==> config.mk <==
export PLATFORM = sky130hd
export DESIGN_NAME = ui_trigger_smoother_bank
export DESIGN_NICKNAME = d
export VERILOG_FILES = /design/src/rtl/music_box_ui_pkg.sv /design/src/rtl/ui_debounce_channel.sv /design/src/rtl/ui_trigger_smoother_bank.sv
export SDC_FILE = /design/constraint.sdc
export NUM_CORES = 1
export LEC_CHECK = 0
export BUFFER_PORTS_ARGS = -buffer_cell sky130_fd_sc_hd__buf_2
export CAP_MARGIN = 20
export CORE_ASPECT_RATIO = 1.5
export CORE_MARGIN = 2
export CORE_UTILIZATION = 53
export DETAILED_ROUTE_END_ITERATION = 16
export GPL_TIMING_DRIVEN = 0
export PLACE_DENSITY = 0.72
export SYNTH_ARGS = -nofsm -noshare
export SYNTH_HDL_FRONTEND = slang
export SYNTH_HIERARCHICAL = 1
export SYNTH_SLANG_ARGS = --single-unit
==> constraint.sdc <==
create_clock -name clock_50Mhz -period 4.3 [get_ports clock_50Mhz]
set_input_delay 0.215 -clock clock_50Mhz [delete_from_list [all_inputs] [get_ports clock_50Mhz]]
set_output_delay 0.215 -clock clock_50Mhz [all_outputs]
set_load 0.05 [all_outputs]
==> src/rtl/music_box_ui_pkg.sv <==
// Shared types and constants for the music box front-panel input smoothers.
package music_box_ui_pkg;

    // Per-channel debounce state.
    typedef enum logic [1:0] {
        IDLE,
        PRESS_PENDING,
        PRESSED,
        RELEASE_PENDING
    } ui_chan_state_t;

    // Defaults for a 50 MHz clock: 1 ms tick, 5 ms debounce, 1 s long press.
    localparam int unsigned UI_CLK_PER_TICK_1MS = 50000;
    localparam int unsigned UI_DEBOUNCE_TICKS   = 5;
    localparam int unsigned UI_HOLD_TICKS       = 1000;

    // Front-panel channel assignment.
    localparam int unsigned UI_CH_KEY0           = 0;
    localparam int unsigned UI_CH_KEY1           = 1;
    localparam int unsigned UI_CH_KEY2           = 2;
    localparam int unsigned UI_CH_KEY3           = 3;
    localparam int unsigned UI_CH_KEY4           = 4;
    localparam int unsigned UI_CH_KEY5           = 5;
    localparam int unsigned UI_CH_PLAY_SONG0     = 6;
    localparam int unsigned UI_CH_PLAY_SONG1     = 7;
    localparam int unsigned UI_CH_MAKE_RECORDING = 8;
    localparam int unsigned UI_CH_PLAY_RECORDING = 9;
    localparam int unsigned UI_NUM_CHANNELS      = 10;

    // A channel reports "pressed" once the press is confirmed and until the release is.
    function automatic logic ui_level_of(ui_chan_state_t st);
        return (st == PRESSED) || (st == RELEASE_PENDING);
    endfunction

endpackage

==> src/rtl/ui_debounce_channel.sv <==
// One input channel: two-flop synchroniser, debounce FSM, hold counter and
// registered level / press / release / hold outputs.
module ui_debounce_channel
    import music_box_ui_pkg::*;
#(
    parameter int unsigned DEBOUNCE_TICKS = UI_DEBOUNCE_TICKS,
    parameter int unsigned HOLD_TICKS     = UI_HOLD_TICKS,
    parameter bit          ACTIVE_LOW     = 1'b1
) (
    input  logic clk_i,
    input  logic rst_ni,
    input  logic tick_i,
    input  logic raw_i,
    output logic level_o,
    output logic level_d_o,
    output logic press_o,
    output logic release_o,
    output logic hold_o
);

    localparam int unsigned DebW  = $clog2(DEBOUNCE_TICKS + 1);
    localparam int unsigned HoldW = (HOLD_TICKS > 0) ? $clog2(HOLD_TICKS + 1) : 1;

    logic [1:0]     sync_d, sync_q;
    logic           sample;
    ui_chan_state_t state_d, state_q;
    logic [DebW-1:0] cnt_d, cnt_q, cnt_inc;
    logic           level_d, level_q;
    logic           press_d, press_q;
    logic           release_d, release_q;

    // Synchroniser shift and polarity normalisation (sample = 1 means pressed).
    always_comb begin
        sync_d = {sync_q[0], raw_i};
        sample = sync_q[1] ^ ACTIVE_LOW;
    end

    // Debounce FSM: a reversal of the sample always wins over a coincident tick.
    always_comb begin
        state_d = state_q;
        cnt_d   = cnt_q;
        cnt_inc = cnt_q + DebW'(1);
        case (state_q)
            IDLE: begin
                if (sample) begin
                    state_d = PRESS_PENDING;
                    cnt_d   = '0;
                end
            end
            PRESS_PENDING: begin
                if (!sample) begin
                    state_d = IDLE;
                    cnt_d   = '0;
                end else if (tick_i) begin
                    if (cnt_inc == DebW'(DEBOUNCE_TICKS)) begin
                        state_d = PRESSED;
                        cnt_d   = '0;
                    end else begin
                        cnt_d = cnt_inc;
                    end
                end
            end
            PRESSED: begin
                if (!sample) begin
                    state_d = RELEASE_PENDING;
                    cnt_d   = '0;
                end
            end
            RELEASE_PENDING: begin
                if (sample) begin
                    state_d = PRESSED;
                    cnt_d   = '0;
                end else if (tick_i) begin
                    if (cnt_inc == DebW'(DEBOUNCE_TICKS)) begin
                        state_d = IDLE;
                        cnt_d   = '0;
                    end else begin
                        cnt_d = cnt_inc;
                    end
                end
            end
            default: begin
                state_d = IDLE;
                cnt_d   = '0;
            end
        endcase
    end

    // Registered level and edge pulses, derived from the next state.
    always_comb begin
        level_d   = ui_level_of(state_d);
        press_d   = level_d & ~level_q;
        release_d = ~level_d & level_q;
    end

    // State, synchroniser and output registers.
    always_ff @(posedge clk_i or negedge rst_ni) begin
        if (!rst_ni) begin
            sync_q    <= {2{ACTIVE_LOW}};
            state_q   <= IDLE;
            cnt_q     <= '0;
            level_q   <= 1'b0;
            press_q   <= 1'b0;
            release_q <= 1'b0;
        end else begin
            sync_q    <= sync_d;
            state_q   <= state_d;
            cnt_q     <= cnt_d;
            level_q   <= level_d;
            press_q   <= press_d;
            release_q <= release_d;
        end
    end

    if (HOLD_TICKS > 0) begin : g_hold
        logic [HoldW-1:0] hold_cnt_d, hold_cnt_q;
        logic             hold_pulse_d, hold_pulse_q;

        // Hold counter saturates, so the pulse fires once per press.
        always_comb begin
            hold_cnt_d = hold_cnt_q;
            if (state_d == IDLE) begin
                hold_cnt_d = '0;
            end else if (tick_i && level_q && (hold_cnt_q != HoldW'(HOLD_TICKS))) begin
                hold_cnt_d = hold_cnt_q + HoldW'(1);
            end
            hold_pulse_d = (hold_cnt_d == HoldW'(HOLD_TICKS)) &&
                           (hold_cnt_q != HoldW'(HOLD_TICKS));
        end

        // Hold counter and pulse registers.
        always_ff @(posedge clk_i or negedge rst_ni) begin
            if (!rst_ni) begin
                hold_cnt_q   <= '0;
                hold_pulse_q <= 1'b0;
            end else begin
                hold_cnt_q   <= hold_cnt_d;
                hold_pulse_q <= hold_pulse_d;
            end
        end

        assign hold_o = hold_pulse_q;
    end else begin : g_no_hold
        assign hold_o = 1'b0;
    end

    assign level_o   = level_q;
    assign level_d_o = level_d;
    assign press_o   = press_q;
    assign release_o = release_q;

endmodule

==> src/rtl/ui_trigger_smoother_bank.sv <==
// Bank of debounced front-panel inputs sharing one tick prescaler.
module ui_trigger_smoother_bank
    import music_box_ui_pkg::*;
#(
    parameter int unsigned CHANNELS       = UI_NUM_CHANNELS,
    parameter int unsigned CLK_PER_TICK   = UI_CLK_PER_TICK_1MS,
    parameter int unsigned DEBOUNCE_TICKS = UI_DEBOUNCE_TICKS,
    parameter int unsigned HOLD_TICKS     = UI_HOLD_TICKS,
    parameter bit          ACTIVE_LOW     = 1'b1
) (
    input  logic                clock_50Mhz,
    input  logic                reset_n,
    input  logic [CHANNELS-1:0] inputRaw,
    output logic [CHANNELS-1:0] outputLevel,
    output logic [CHANNELS-1:0] pressPulse,
    output logic [CHANNELS-1:0] releasePulse,
    output logic [CHANNELS-1:0] holdPulse,
    output logic                anyPressed,
    output logic                tick
);

    localparam int unsigned PreW = $clog2(CLK_PER_TICK);

    logic [PreW-1:0]     pre_d, pre_q;
    logic [CHANNELS-1:0] level_next;
    logic                any_d, any_q;

    // Prescaler wraps after CLK_PER_TICK-1; tick marks that last count.
    always_comb begin
        tick  = (pre_q == PreW'(CLK_PER_TICK - 1));
        pre_d = tick ? '0 : pre_q + PreW'(1);
        any_d = |level_next;
    end

    // Prescaler and anyPressed registers.
    always_ff @(posedge clock_50Mhz or negedge reset_n) begin
        if (!reset_n) begin
            pre_q <= '0;
            any_q <= 1'b0;
        end else begin
            pre_q <= pre_d;
            any_q <= any_d;
        end
    end

    assign anyPressed = any_q;

    for (genvar i = 0; i < CHANNELS; i++) begin : g_chan
        ui_debounce_channel #(
            .DEBOUNCE_TICKS (DEBOUNCE_TICKS),
            .HOLD_TICKS     (HOLD_TICKS),
            .ACTIVE_LOW     (ACTIVE_LOW)
        ) u_chan (
            .clk_i     (clock_50Mhz),
            .rst_ni    (reset_n),
            .tick_i    (tick),
            .raw_i     (inputRaw[i]),
            .level_o   (outputLevel[i]),
            .level_d_o (level_next[i]),
            .press_o   (pressPulse[i]),
            .release_o (releasePulse[i]),
            .hold_o    (holdPulse[i])
        );
    end

endmodule

# Word-level counts from Yosys, hierarchy flattened

Cells that the tools add are included.
W data, S select, Z words.

Flip-flop bits (word level): 227
Output and inout bits: 42
Logic and storage cells: 496

Add/subtract/negate cells: 21
Equality and inequality tests: 101
Mux-type cells: 181
Bitwise logic cells: 40
Reduce and logical (&&, ||, !) cells: 71

Operator list:

| cell                    | count |
|---|---|
| $mux W10                | 20 |
| $mux W3                 | 60 |
| $mux W2                 | 80 |
| $pmux W3 S4             | 10 |
| $add A10 B1 Y10 const B | 10 |
| $eq A10 B10 Y1 const B  | 10 |
| $ne A10 B10 Y1 const B  | 10 |
| $eq A2 B2 Y1 const B    | 40 |
| $pmux W2 S4             | 10 |
| $logic_not A2 Y1        | 20 |
| $add A3 B1 Y3 const B   | 10 |
| $eq A3 B3 Y1 const B    | 10 |
| $logic_and A1 B1 Y1     | 30 |
| $and A1 B1 Y1           | 20 |
| $eq A2 B1 Y1 const B    | 10 |
| $ne A2 B1 Y1 const B    | 10 |
| $ne A2 B2 Y1 const B    | 10 |
| $not A1 Y1              | 20 |
| $reduce_and A2 Y1       | 10 |
| $add A16 B1 Y16 const B | 1 |
| $eq A16 B16 Y1 const B  | 1 |
| $mux W16                | 1 |
| $logic_or A1 B1 Y1      | 10 |
| $reduce_or A10 Y1       | 1 |

# Logic depth before layout (Yosys ltp)

Gate-level depths: netlist of run 1.

Word-level depth: 10
Mapped depth: 9
Depth with buffers taken out: 8

# Cells and area by module

Netlist of run 1, hierarchy kept.

By module, submodules not included:

| module                                      | instances | cells an instance | area an instance (sq um) | seq. area each (sq um) |
|---|---|---|---|---|
| ui_debounce_channel at g_chan[1].u_chan ... | 8         | 123               | 1146.1                   | 503.0 |
| ui_debounce_channel at g_chan[9].u_chan     | 1         | 115               | 1141.1                   | 503.0 |
| ui_debounce_channel at g_chan[0].u_chan     | 1         | 110               | 1087.3                   | 503.0 |
| ui_trigger_smoother_bank                    | 1         | 72                | 799.5                    | 425.4 |

# Worst setup path after synthesis of run 1

Ideal clock, no wire load.

Kind: reg2reg
Start point: reg pre_q[4]
End point: reg g_chan[0].u_chan.g_hold.hold_pulse_q
Library setup time: 67 ps
Arrival: 5224 ps
Required time: 4233 ps
Path slack: -991 ps
Cell stages (with the launch flop): 8
Path through: dfrtp_1 > or4b_4 > nor4_4 > nand4_1 > nor3_1 > a21oi_1 > nor4_1 > and3_1

Cells in the longest elaborated chain, start to end: 8
Elaborated cells on any way between the ends: 13
Classes of those cells: 2 x eq/ne; 7 x mux; 4 x reduce/logical

Ends and longest elaborated chain:

| item                                           | RTL line                                             | source |
|---|---|---|
| from (decl)                                    | ui_trigger_smoother_bank.sv:24                       | `logic [PreW-1:0] pre_d, pre_q;` |
| from (signal assigned)                         | ui_trigger_smoother_bank.sv:41                       | `pre_q <= pre_d;` |
| $eq A16 B16 Y1 *                               | ui_trigger_smoother_bank.sv:30                       | `tick = (pre_q == PreW'(CLK_PER_TICK - 1));` |
| named net tick                                 | ui_trigger_smoother_bank.sv:19                       | `output logic tick` |
| $mux W2 (on tied branches)                     | ui_debounce_channel.sv:73, ui_debounce_channel.sv:54 |  |
| $mux W2 (on tied branches)                     | ui_debounce_channel.sv:70, ui_debounce_channel.sv:51 |  |
| $pmux W2 S4                                    | ui_debounce_channel.sv:43                            | `case (state_q)` |
| $logic_not A2 Y1                               | ui_debounce_channel.sv:122                           | `if (state_d == IDLE) begin` |
| $mux W10 *                                     | ui_debounce_channel.sv:122                           |  |
| $eq A10 B10 Y1 *                               | ui_debounce_channel.sv:127                           | `hold_pulse_d = (hold_cnt_d == HoldW'(HOLD_TICKS)) &&` |
| $logic_and A1 B1 Y1 *                          | ui_debounce_channel.sv:127                           |  |
| named net g_chan[0].u_chan.g_hold.hold_pulse_d | ui_debounce_channel.sv:117                           | `logic hold_pulse_d, hold_pulse_q;` |
| to (signal assigned)                           | ui_debounce_channel.sv:138                           | `hold_pulse_q <= hold_pulse_d;` |
| to (decl)                                      | ui_debounce_channel.sv:117                           |  |

The timed path passes the listed nets; every way through them passes the cells marked *.
A chain may end at the register's enable or synchronous reset.

# Worst setup path in the final report of run 1

Start point: reg pre_q[4]
End point: reg g_chan[8].u_chan.g_hold.hold_pulse_q

Cells in the longest elaborated chain, start to end: 8
Elaborated cells on any way between the ends: 13
Classes of those cells: 2 x eq/ne; 7 x mux; 4 x reduce/logical

Ends and longest elaborated chain:

| item                                           | RTL line |
|---|---|
| $eq A16 B16 Y1 *                               | ui_trigger_smoother_bank.sv:30 |
| $mux W2 (on tied branches)                     | ui_debounce_channel.sv:73, ui_debounce_channel.sv:54 |
| $mux W2 (on tied branches)                     | ui_debounce_channel.sv:70, ui_debounce_channel.sv:51 |
| $pmux W2 S4                                    | ui_debounce_channel.sv:43 |
| $logic_not A2 Y1                               | ui_debounce_channel.sv:122 |
| $mux W10 *                                     | ui_debounce_channel.sv:122 |
| $eq A10 B10 Y1 *                               | ui_debounce_channel.sv:127 |
| $logic_and A1 B1 Y1 *                          | ui_debounce_channel.sv:127 |
| named net g_chan[8].u_chan.g_hold.hold_pulse_d | ui_debounce_channel.sv:117 |
| to (signal assigned)                           | ui_debounce_channel.sv:138 |
| to (decl)                                      | ui_debounce_channel.sv:117 |

Marked as above.

==> impl_metrics.toml, run 1 <==
[run_status]
status = "finished clean"

[final_layout]
area_delta_synth_final_pct = 16.0
num-fill-cells = 1931
ff_latch_area_um2 = 5460
multi_input_area_um2 = 6570
nNetsFinal = 1430
fin_area_um2 = 14100
drive_above_1_share = 0.192
antenna_cells = 0

[die]
num_rows = 68
dieHeight_um = 190
io_pins = 54
initial_core_util = 0.535
fp.coreArea_um2 = 22800
die_w_um = 128
dieArea_um2 = 24300

[placed_design]
place_congestion = 0.852
numPortBuffers = 53
placed_area_um2 = 13300
dp_hpwl_um = 17100
dp_slack_ns = 0.832

[worst_setup_path]
cp_slowest_stage_delay_ns = 0.55
cp_slowest_cell = "or4b_4"
worst_path_most_repeated_cell = "buf_6"
cp_cell_sequence = "or4b_4 > nor4_4 > buf_6 > buf_8 > buf_6 > nand4_4 > nor3_2 > xnor2_1 > or4_1 > nor4_1"
cp_max_fo = 13
critPathRequiredTime_ns = 4.68
start_kind = "flop"
crit_type = "flop to flop"
crit_arrival_ns = 3.87
cp-end-kind = "flop"

[timing]
finalWorstSetupSlack_ns = 0.807
min_period_ns = 3.49
maxSlewHeadroom = 0.494
fmax_mhz = 286
hold_viol = 0
worstMarginPinSlew_ns = 0.759
worst_clock_skew_ns = 0.00865
finalCritPeriodShare = 0.812
tns_ns = 0
rsz0062_at_grt = "false"
drv_slew = 0
setup_viol_count_final = 0

[yosys]
synth_top_cell_area_share = 0.404
synth-main-ff-cell = "dfrtp_1"
ys_top_cells_by_count = "197 x dfrtp_1, 168 x nor2_1, 115 x nand2_1"
yosysUniqueCellTypes = 64
synth_nets = 1334
ys_seq_area_frac = 0.447
syn_area_um2 = 12200
synth_most_common_cell = "dfrtp_1"
synth_edf_count = 0
yosys_register_bits = 217
syn_inst = 1281
synthTopCellsByArea = "dfrtp_1 40%, nor2_1 5.2%, xnor2_1 5.0%, dfstp_2 4.3%, ha_1 4.2%"
ys_warn_count = 6
yosysTopAreaCell = "dfrtp_1"
syn_avg_cell_area_um2 = 9.52
ys_async_sr_fraction = 1.00

[grt]
first_global_vias = 9502
grt_max_degree = 124
overflow = 0
track_usage = 0.205
grt_pass1_wl_um = 42300
antenna_found_initial = 0

[flow_run]
max_cap_violations = 0

[pwr]
intPower_mw = 3.27
ir_drop_mv = 0.282
switching_share = 0.213
clkPwrFrac = 0.470
cellLeakagePower_nw = 5.96
p_seq_frac = 0.502
switchingPower_mw = 0.882
fin_total_pwr_mw = 4.15
comb_power_share = 0.028
p_per_area_nw_per_um2 = 293

[clocking]
root_buffer = "clkbuf_16"
h-tree-depth = 1
numCtsBuffers = 23
cts_tree = "built"
post-cts-setup-buffer-count = 0
cts_resized = 0
cts.sinks = 217
cts_hold_buf = 11
path_clk_slew_ns = 0.06
clk_latency_ns = 0.50
cts_buffer_depth = 3

[routing]
drtIter0Drc = 407
dr.pass1.iters = 4
wire_per_inst_um = 14.4
antenna_left = 0
drt_wl_total_um = 24100
vias = 9471
drc_errors = 0
viasPerCell = 5.66

[worst_hold_path]
hold_path.class = "primary input to asynchronous set/reset pin"
-- per-stage QoR --
step / util / std cells / hold slack [ns]
2_1_floorplan: - / 1281 / -0.0806
3_3_place_gp: 0.578 / 1614 / 0.320
3_5_place_dp: 0.583 / 1621 / 0.296
4_1_cts: 0.620 / 1673 / 0.329
5_1_grt: 0.620 / 1673 / 0.336
6_report: 0.620 / 1673 / 0.268
-- layer usage --
metal,track usage,vias to the layer above,part of all wire,routed length (um)
met5,0,-,0,0
met4,0.0714,0,0.027,648
met3,0.0214,47,0.023,566
met2,0.379,112,0.52,12500
met1,0.246,4609,0.43,10400
li1,-,4703,-,-
-- registers in the layout (all words and copies together), names as in the netlist --
name                             count
g_chan.u_chan/cnt_q                 30
g_chan.u_chan/release_o             10
g_chan.u_chan/sync_q                20
g_chan.u_chan/state_q               10
g_chan.u_chan/press_o               10
pre_q                               16
g_chan.u_chan/hold_o                10
anyPressed                           1
g_chan.u_chan/g_hold.hold_cnt_q    100
g_chan.u_chan/level_o               10
-- power groups by stage --
| stage | Clock [mW] | Combinational [mW] | Sequential [mW] |
|---|---|---|---|
| floorplan | 0 | 0.0489 | 2.11 |
| global placement | 0 | 0.106 | 2.12 |
| detailed placement | 0 | 0.112 | 2.12 |
| CTS | 2.01 | 0.120 | 2.08 |
| global route | 2.09 | 0.132 | 2.08 |
| finish | 1.95 | 0.115 | 2.08 |
-- final timing paths --
kind                                                      start                                              end  slack, ns  depth (start not counted)
max in group asynchronous                               reset_n  g_chan[9].u_chan/g_hold.hold_cnt_q[5]$_DFF_PN0_       3.02                          3
min                                                     reset_n  g_chan[5].u_chan/g_hold.hold_cnt_q[2]$_DFF_PN0_       0.27                          2
max                                          pre_q[4]$_DFF_PN0_                g_chan[8].u_chan/hold_o$_DFF_PN0_       0.81                         10
min in group clock_50Mhz                            inputRaw[3]             g_chan[3].u_chan/sync_q[0]$_DFF_PN1_       0.35                          2
max reg2reg                                  pre_q[4]$_DFF_PN0_                g_chan[8].u_chan/hold_o$_DFF_PN0_       0.81                         10
min reg2reg                g_chan[7].u_chan/sync_q[0]$_DFF_PN1_             g_chan[7].u_chan/sync_q[1]$_DFF_PN1_       0.35                          0
-- layout by cell type (no fill, tap or decap), types with 9 or more instances in the layout --
cell type,count
dfrtp_1,197
nor2_1,165
nand2_1,114
buf_2,79
xnor2_1,68
inv_1,61
nand3_1,56
xor2_1,44
nand4_1,42
ha_1,41
a21oi_1,31
nor3_1,31
and2_1,27
a22o_1,26
clkbuf_16,23
dfstp_2,20
o21ai_0,19
nand3_2,19
nand2b_1,18
or3_1,18
a21oi_2,18
nor2b_1,17
a22oi_1,16
nor4_1,15
clkbuf_8,15
o22ai_1,14
o21ai_1,11
dlygate4sd3_1,11
and4_1,10
and3_1,10
nand4_4,10
nor4_2,9
or4_1,9
mux2_4,9
nor3_2,9
-- worst max-delay path: cells and delay by family (launching register included) --
family	cells	cell delay (ns)
XOR/XNOR	1	0.10
buffers and inverters	3	0.57
flip-flops	1	0.45
AND/OR/NAND/NOR	6	2.23
-- layout make-up --
type | count | area share
Buffer | 38 | 0.0187
Inverter | 70 | 0.0187
Clock buffer | 34 | 0.0486
Multi-Input combinational cell | 956 | 0.465
Timing Repair Buffer | 71 | 0.0345
Clock inverter | 7 | 0.00460
Tap cell | 280 | 0.0248
Sequential cell | 217 | 0.386
-- cells by family (layout without fill, tap and decap cells) --
logic type	after synthesis	in the layout	share of synthesized area
mux	14	14	0.0124
fa+ha+maj	41	41	0.0421
compound gates	179	179	0.0986
simple gates	608	608	0.281
flops	217	217	0.447
xor+xnor	114	114	0.0819
buf+inv	108	220	0.0366
No activity file was read; power rests on OpenSTA's default activity.
==> run 2, diff against run 1 <==
- PLACE_DENSITY: 0.72 -> 0.69
- clock period: 4.3 -> 3.55 ns (I/O delays scaled with it)
==> run 2 against run 1 <==
Compared with the run above:
- largest cell class unchanged
- core utilization grew 0.44 points
- critical endpoint is now g_chan[7].u_chan/hold_o$_DFF_PN0_
- sequential power grew 21%
- largest power group is now clock
- clock power increased by 35%
- register-to-register slack got worse by 0.59 ns
- global-route usage rose by 0.11 points
- worst hold slack gained 0.019 ns
- non-clock buffer count did not move
- maximum frequency rose by 4.9%
- clock-buffer cell count rose by 2
==> impl_metrics.toml, run 2 (synthesis gave the netlist of run 1 again) <==
[routing]
viasPerCell = 5.65
dr.pass1.iters = 5
drtIter0Drc = 432
vias = 9466
drt_wl_total_um = 24400
antenna_left = 0
drc_errors = 0
wire_per_inst_um = 14.6

[clocking]
root_buffer = "clkbuf_16"
cts.sinks = 217
clk_latency_ns = 0.51
cts_buffer_depth = 3
cts_tree = "built"
h-tree-depth = 1
path_clk_slew_ns = 0.06
numCtsBuffers = 24

[worst_hold_path]
hold_path.class = "primary input to asynchronous set/reset pin"

[pwr]
cellLeakagePower_nw = 6.01
ir_drop_mv = 0.467
p_per_area_nw_per_um2 = 372
fin_total_pwr_mw = 5.30

[worst_setup_path]
r2r_setup_slack_ns = 0.22
cp_max_fo = 15
start_kind = "flop"
critPathRequiredTime_ns = 3.93
crit_type = "flop to flop"
crit_arrival_ns = 3.70
cp-end-kind = "flop"

[die]
fp.coreArea_um2 = 22800
initial_core_util = 0.535
die_w_um = 128
num_rows = 68
io_pins = 54
dieHeight_um = 190
dieArea_um2 = 24300

[placed_design]
place_inst = 1620
numPortBuffers = 53
dp_hpwl_um = 17300
place_congestion = 0.857

[final_layout]
top_register = "g_chan.u_chan/g_hold.hold_cnt_q"
layout_common_cells = "197 x dfrtp_1, 165 x nor2_1, 114 x nand2_1, 79 x buf_2, 68 x xnor2_1"
reg_top3 = "g_chan.u_chan/g_hold.hold_cnt_q (100), g_chan.u_chan/cnt_q (30), g_chan.u_chan/sync_q (20)"
nNetsFinal = 1431
largest_reg_flops = 100
layout.cells.non_filler = 1676
area_delta_synth_final_pct = 16.8
layout_commonest_cell = "dfrtp_1"
antenna_cells = 0
drive_above_1_share = 0.193

[timing]
hold_viol = 0
min_period_ns = 3.33
worst_clock_skew_ns = 0.0117
worstMarginPinSlew_ns = 0.751
setup_viol_count_final = 0
tns_ns = 0
maxSlewHeadroom = 0.499
finalCritPeriodShare = 0.938
whs_ns = 0.287
fmax_mhz = 300
drv_slew = 0
rsz0062_at_grt = "false"

[grt]
grt_max_degree = 120
grt_pass1_wl_um = 42300
overflow = 0
track_usage = 0.206
first_global_vias = 9425
antenna_found_initial = 0

[run_status]
status = "finished clean"

[flow_run]
max_cap_violations = 0
run 2: cell type report:
class	count	area, um^2
Multi-Input combinational cell	956	6570
Fill cell	1937	8550
Timing Repair Buffer	71	484
Tap cell	280	350
Clock inverter	8	119
Sequential cell	217	5460
Buffer	38	264
Inverter	70	265
Clock buffer	36	737
run 2: critical path, cell delays in order, from the launching register on:
cell     delay (ns)
dfrtp_1        0.45
or4bb_1        0.56
nor4_4         0.34
buf_8          0.21
buf_8          0.17
buf_6          0.18
nand4_4        0.12
nor3_2         0.22
xnor2_1        0.11
or4_1          0.51
nor4_1         0.31
run 2: final timing paths:
kind	from	to	depth (start not counted)
min in group clock_50Mhz	inputRaw[6]	g_chan[6].u_chan/sync_q[0]$_DFF_PN1_	2
worst min-delay path	reset_n	g_chan[5].u_chan/g_hold.hold_cnt_q[8]$_DFF_PN0_	2
worst max register to register	pre_q[8]$_DFF_PN0_	g_chan[7].u_chan/hold_o$_DFF_PN0_	10
worst min register to register	g_chan[7].u_chan/sync_q[0]$_DFF_PN1_	g_chan[7].u_chan/sync_q[1]$_DFF_PN1_	0
worst max-delay path	pre_q[8]$_DFF_PN0_	g_chan[7].u_chan/hold_o$_DFF_PN0_	10
max in group asynchronous	reset_n	pre_q[10]$_DFF_PN0_	3
run 2: repair_timing:
item | in CTS | in global routing
endpoints found under the hold margin | 98 | 0
buffers inserted | 1 | 0
gates resized for setup | 0 | 0
hold buffers | 11 | 0
endpoints found under the setup margin | 5 | 0
run 2: power by group:
part           switching (mW)  leakage [nW]  internal (mW)
logic                  0.0901          2.66         0.0478
clock network           0.985         0.426           1.65
registers              0.0221          2.93           2.50
total                    1.10          6.01           4.20
run 2: per-layer routing:
metal / global-route usage / vias to the layer above / wire length (um)
met5: 0 / - / 0
met4: 0.0668 / 0 / 640
met3: 0.0256 / 52 / 801
met2: 0.391 / 133 / 12900
met1: 0.237 / 4572 / 10100
li1: - / 4709 / -
run 2: metrics by stage:
| stage | util | worst slack, ns | area [um^2] |
|---|---|---|---|
| 2_1_floorplan | - | -1.71 | 12600 |
| 3_3_place_gp | 0.578 | -3.23 | 13200 |
| 3_5_place_dp | 0.582 | -0.261 | 13300 |
| 6_report | 0.625 | 0.222 | 14200 |
| 5_1_grt | 0.625 | 0.0136 | 14200 |
| 4_1_cts | 0.625 | 0.190 | 14200 |
==> run 3, diff against run 2 <==
- SETUP_SLACK_MARGIN: default -> 0.3
==> run 3 against run 2 <==
Compared with the run above:
- combinational power about the same
- total power is essentially flat
- critical path depth unchanged
- via count up 0.12%
- non-clock buffer count increased by 1
- critical endpoint is now g_chan[3].u_chan/hold_o$_DFF_PN0_
- clock skew is 0.0013 ns higher
- largest cell class unchanged
==> impl_metrics.toml, run 3 (synthesis gave the netlist of run 1 again) <==
[die]
initial_core_util = 0.535
num_rows = 68
io_pins = 54
dieArea_um2 = 24300
die_w_um = 128
dieHeight_um = 190
fp.coreArea_um2 = 22800

[worst_setup_path]
r2r_setup_slack_ns = 0.43
cp_max_fo = 16
cp_cell_sequence = "or4b_4 > nor4_4 > buf_8 > buf_8 > buf_6 > nand4_4 > nor3_2 > xnor2_1 > or4_1 > nor4_2"
crit_type = "flop to flop"
cp_slowest_stage_delay_ns = 0.56
worst_path_most_repeated_cell = "buf_8"
crit_arrival_ns = 3.54
start_kind = "flop"
cp-end-kind = "flop"
cp_slowest_cell = "or4_1"
critPathRequiredTime_ns = 3.96

[worst_hold_path]
hold_path.class = "primary input to asynchronous set/reset pin"

[timing]
worstMarginPinSlew_ns = 0.760
drv_slew = 0
setup_viol_count_final = 0
min_period_ns = 3.12
rsz0062_at_grt = "false"
maxSlewHeadroom = 0.493
finalCritPeriodShare = 0.880
hold_viol = 0
worst_clock_skew_ns = 0.0130
fmax_mhz = 320

[grt]
track_usage = 0.206
overflow = 0
first_global_vias = 9448
antenna_found_initial = 0
grt_pass1_wl_um = 42400
grt_max_degree = 120

[final_layout]
reg_top3 = "g_chan.u_chan/g_hold.hold_cnt_q (100), g_chan.u_chan/cnt_q (30), g_chan.u_chan/sync_q (20)"
top_register = "g_chan.u_chan/g_hold.hold_cnt_q"
nNetsFinal = 1432
largest_reg_flops = 100
layout_commonest_cell = "dfrtp_1"
layout_common_cells = "196 x dfrtp_1, 165 x nor2_1, 114 x nand2_1, 79 x buf_2, 68 x xnor2_1"
postLayoutCoreUtil = 0.627
area_delta_synth_final_pct = 17.3
drive_above_1_share = 0.198
antenna_cells = 0

[routing]
antenna_left = 0
dr.pass1.iters = 7
vias = 9477
drtIter0Drc = 417
wire_per_inst_um = 14.6
viasPerCell = 5.65
drt_wl_total_um = 24600
drc_errors = 0

[clocking]
h-tree-depth = 1
root_buffer = "clkbuf_16"
cts_buffer_depth = 3
clk_latency_ns = 0.51
cts.sinks = 217
cts_tree = "built"
path_clk_slew_ns = 0.06
numCtsBuffers = 24

[flow_run]
max_cap_violations = 0

[placed_design]
place_congestion = 0.857
dp_hpwl_um = 17300
numPortBuffers = 53

[pwr]
cellLeakagePower_nw = 6.03
fin_total_pwr_mw = 5.30
ir_drop_mv = 0.468
p_per_area_nw_per_um2 = 370

[run_status]
status = "finished clean"
## run 3: cell type report
cell class | count | area [um^2]
plain buffers | 38 | 264
clock buffers | 36 | 737
clock inverters | 8 | 119
fillers | 1934 | 8500
inverters | 70 | 265
multi-input cells | 956 | 6620
flip-flops and latches | 217 | 5460
well taps | 280 | 350
repair buffers | 72 | 492
## run 3: per-stage QoR
stage / instances / setup slack (ns) / setup TNS (ns) / instance area [um^2] / hold slack [ns]
2_1_floorplan: 1281 / -1.71 / -205.99 / 12600 / -0.118
6_report: 1677 / 0.425 / 0 / 14300 / 0.280
5_1_grt: 1677 / 0.265 / 0 / 14300 / 0.297
3_3_place_gp: 1614 / -3.23 / -694.53 / 13200 / 0.282
3_5_place_dp: 1620 / -0.261 / -0.670 / 13300 / 0.268
4_1_cts: 1676 / 0.301 / 0 / 14300 / 0.282
## run 3: critical path, delay by kind of cell (launching register included)
family	cells	cell delay (ns)
XOR/XNOR	1	0.10
buffers and inverters	3	0.49
flip-flops	1	0.44
AND/OR/NAND/NOR	6	1.99
## run 3: final timing paths
kind,startpoint,endpoint,cells after the start
worst min-delay path,reset_n,g_chan[5].u_chan/g_hold.hold_cnt_q[8]$_DFF_PN0_,2
worst min register to register,g_chan[7].u_chan/sync_q[0]$_DFF_PN1_,g_chan[7].u_chan/sync_q[1]$_DFF_PN1_,0
worst max-delay path,pre_q[4]$_DFF_PN0_,g_chan[3].u_chan/hold_o$_DFF_PN0_,10
max in group asynchronous,reset_n,pre_q[8]$_DFF_PN0_,3
min in group clock_50Mhz,inputRaw[6],g_chan[6].u_chan/sync_q[0]$_DFF_PN1_,2
worst max register to register,pre_q[4]$_DFF_PN0_,g_chan[3].u_chan/hold_o$_DFF_PN0_,10
## run 3: where the power goes
part / internal [mW] / switching (mW)
registers: 2.50 / 0.0222
logic: 0.0479 / 0.0901
clock network: 1.65 / 0.986
## run 3: repair_timing
item                                    in CTS  in global routing
hold endpoints to repair                    98                  0
gates resized for setup                      2                  6
hold buffers                                11                  0
endpoints found under the setup margin       9                  7
setup buffers                                1                  1
pin swaps                                    1                  1
## run 3: metal layers
layer / up-vias / GRT usage / share of wire
met5: - / 0 / 0
met4: 0 / 0.0655 / 0.024
met3: 46 / 0.0256 / 0.032
met2: 138 / 0.392 / 0.53
met1: 4585 / 0.238 / 0.42
li1: 4708 / - / -
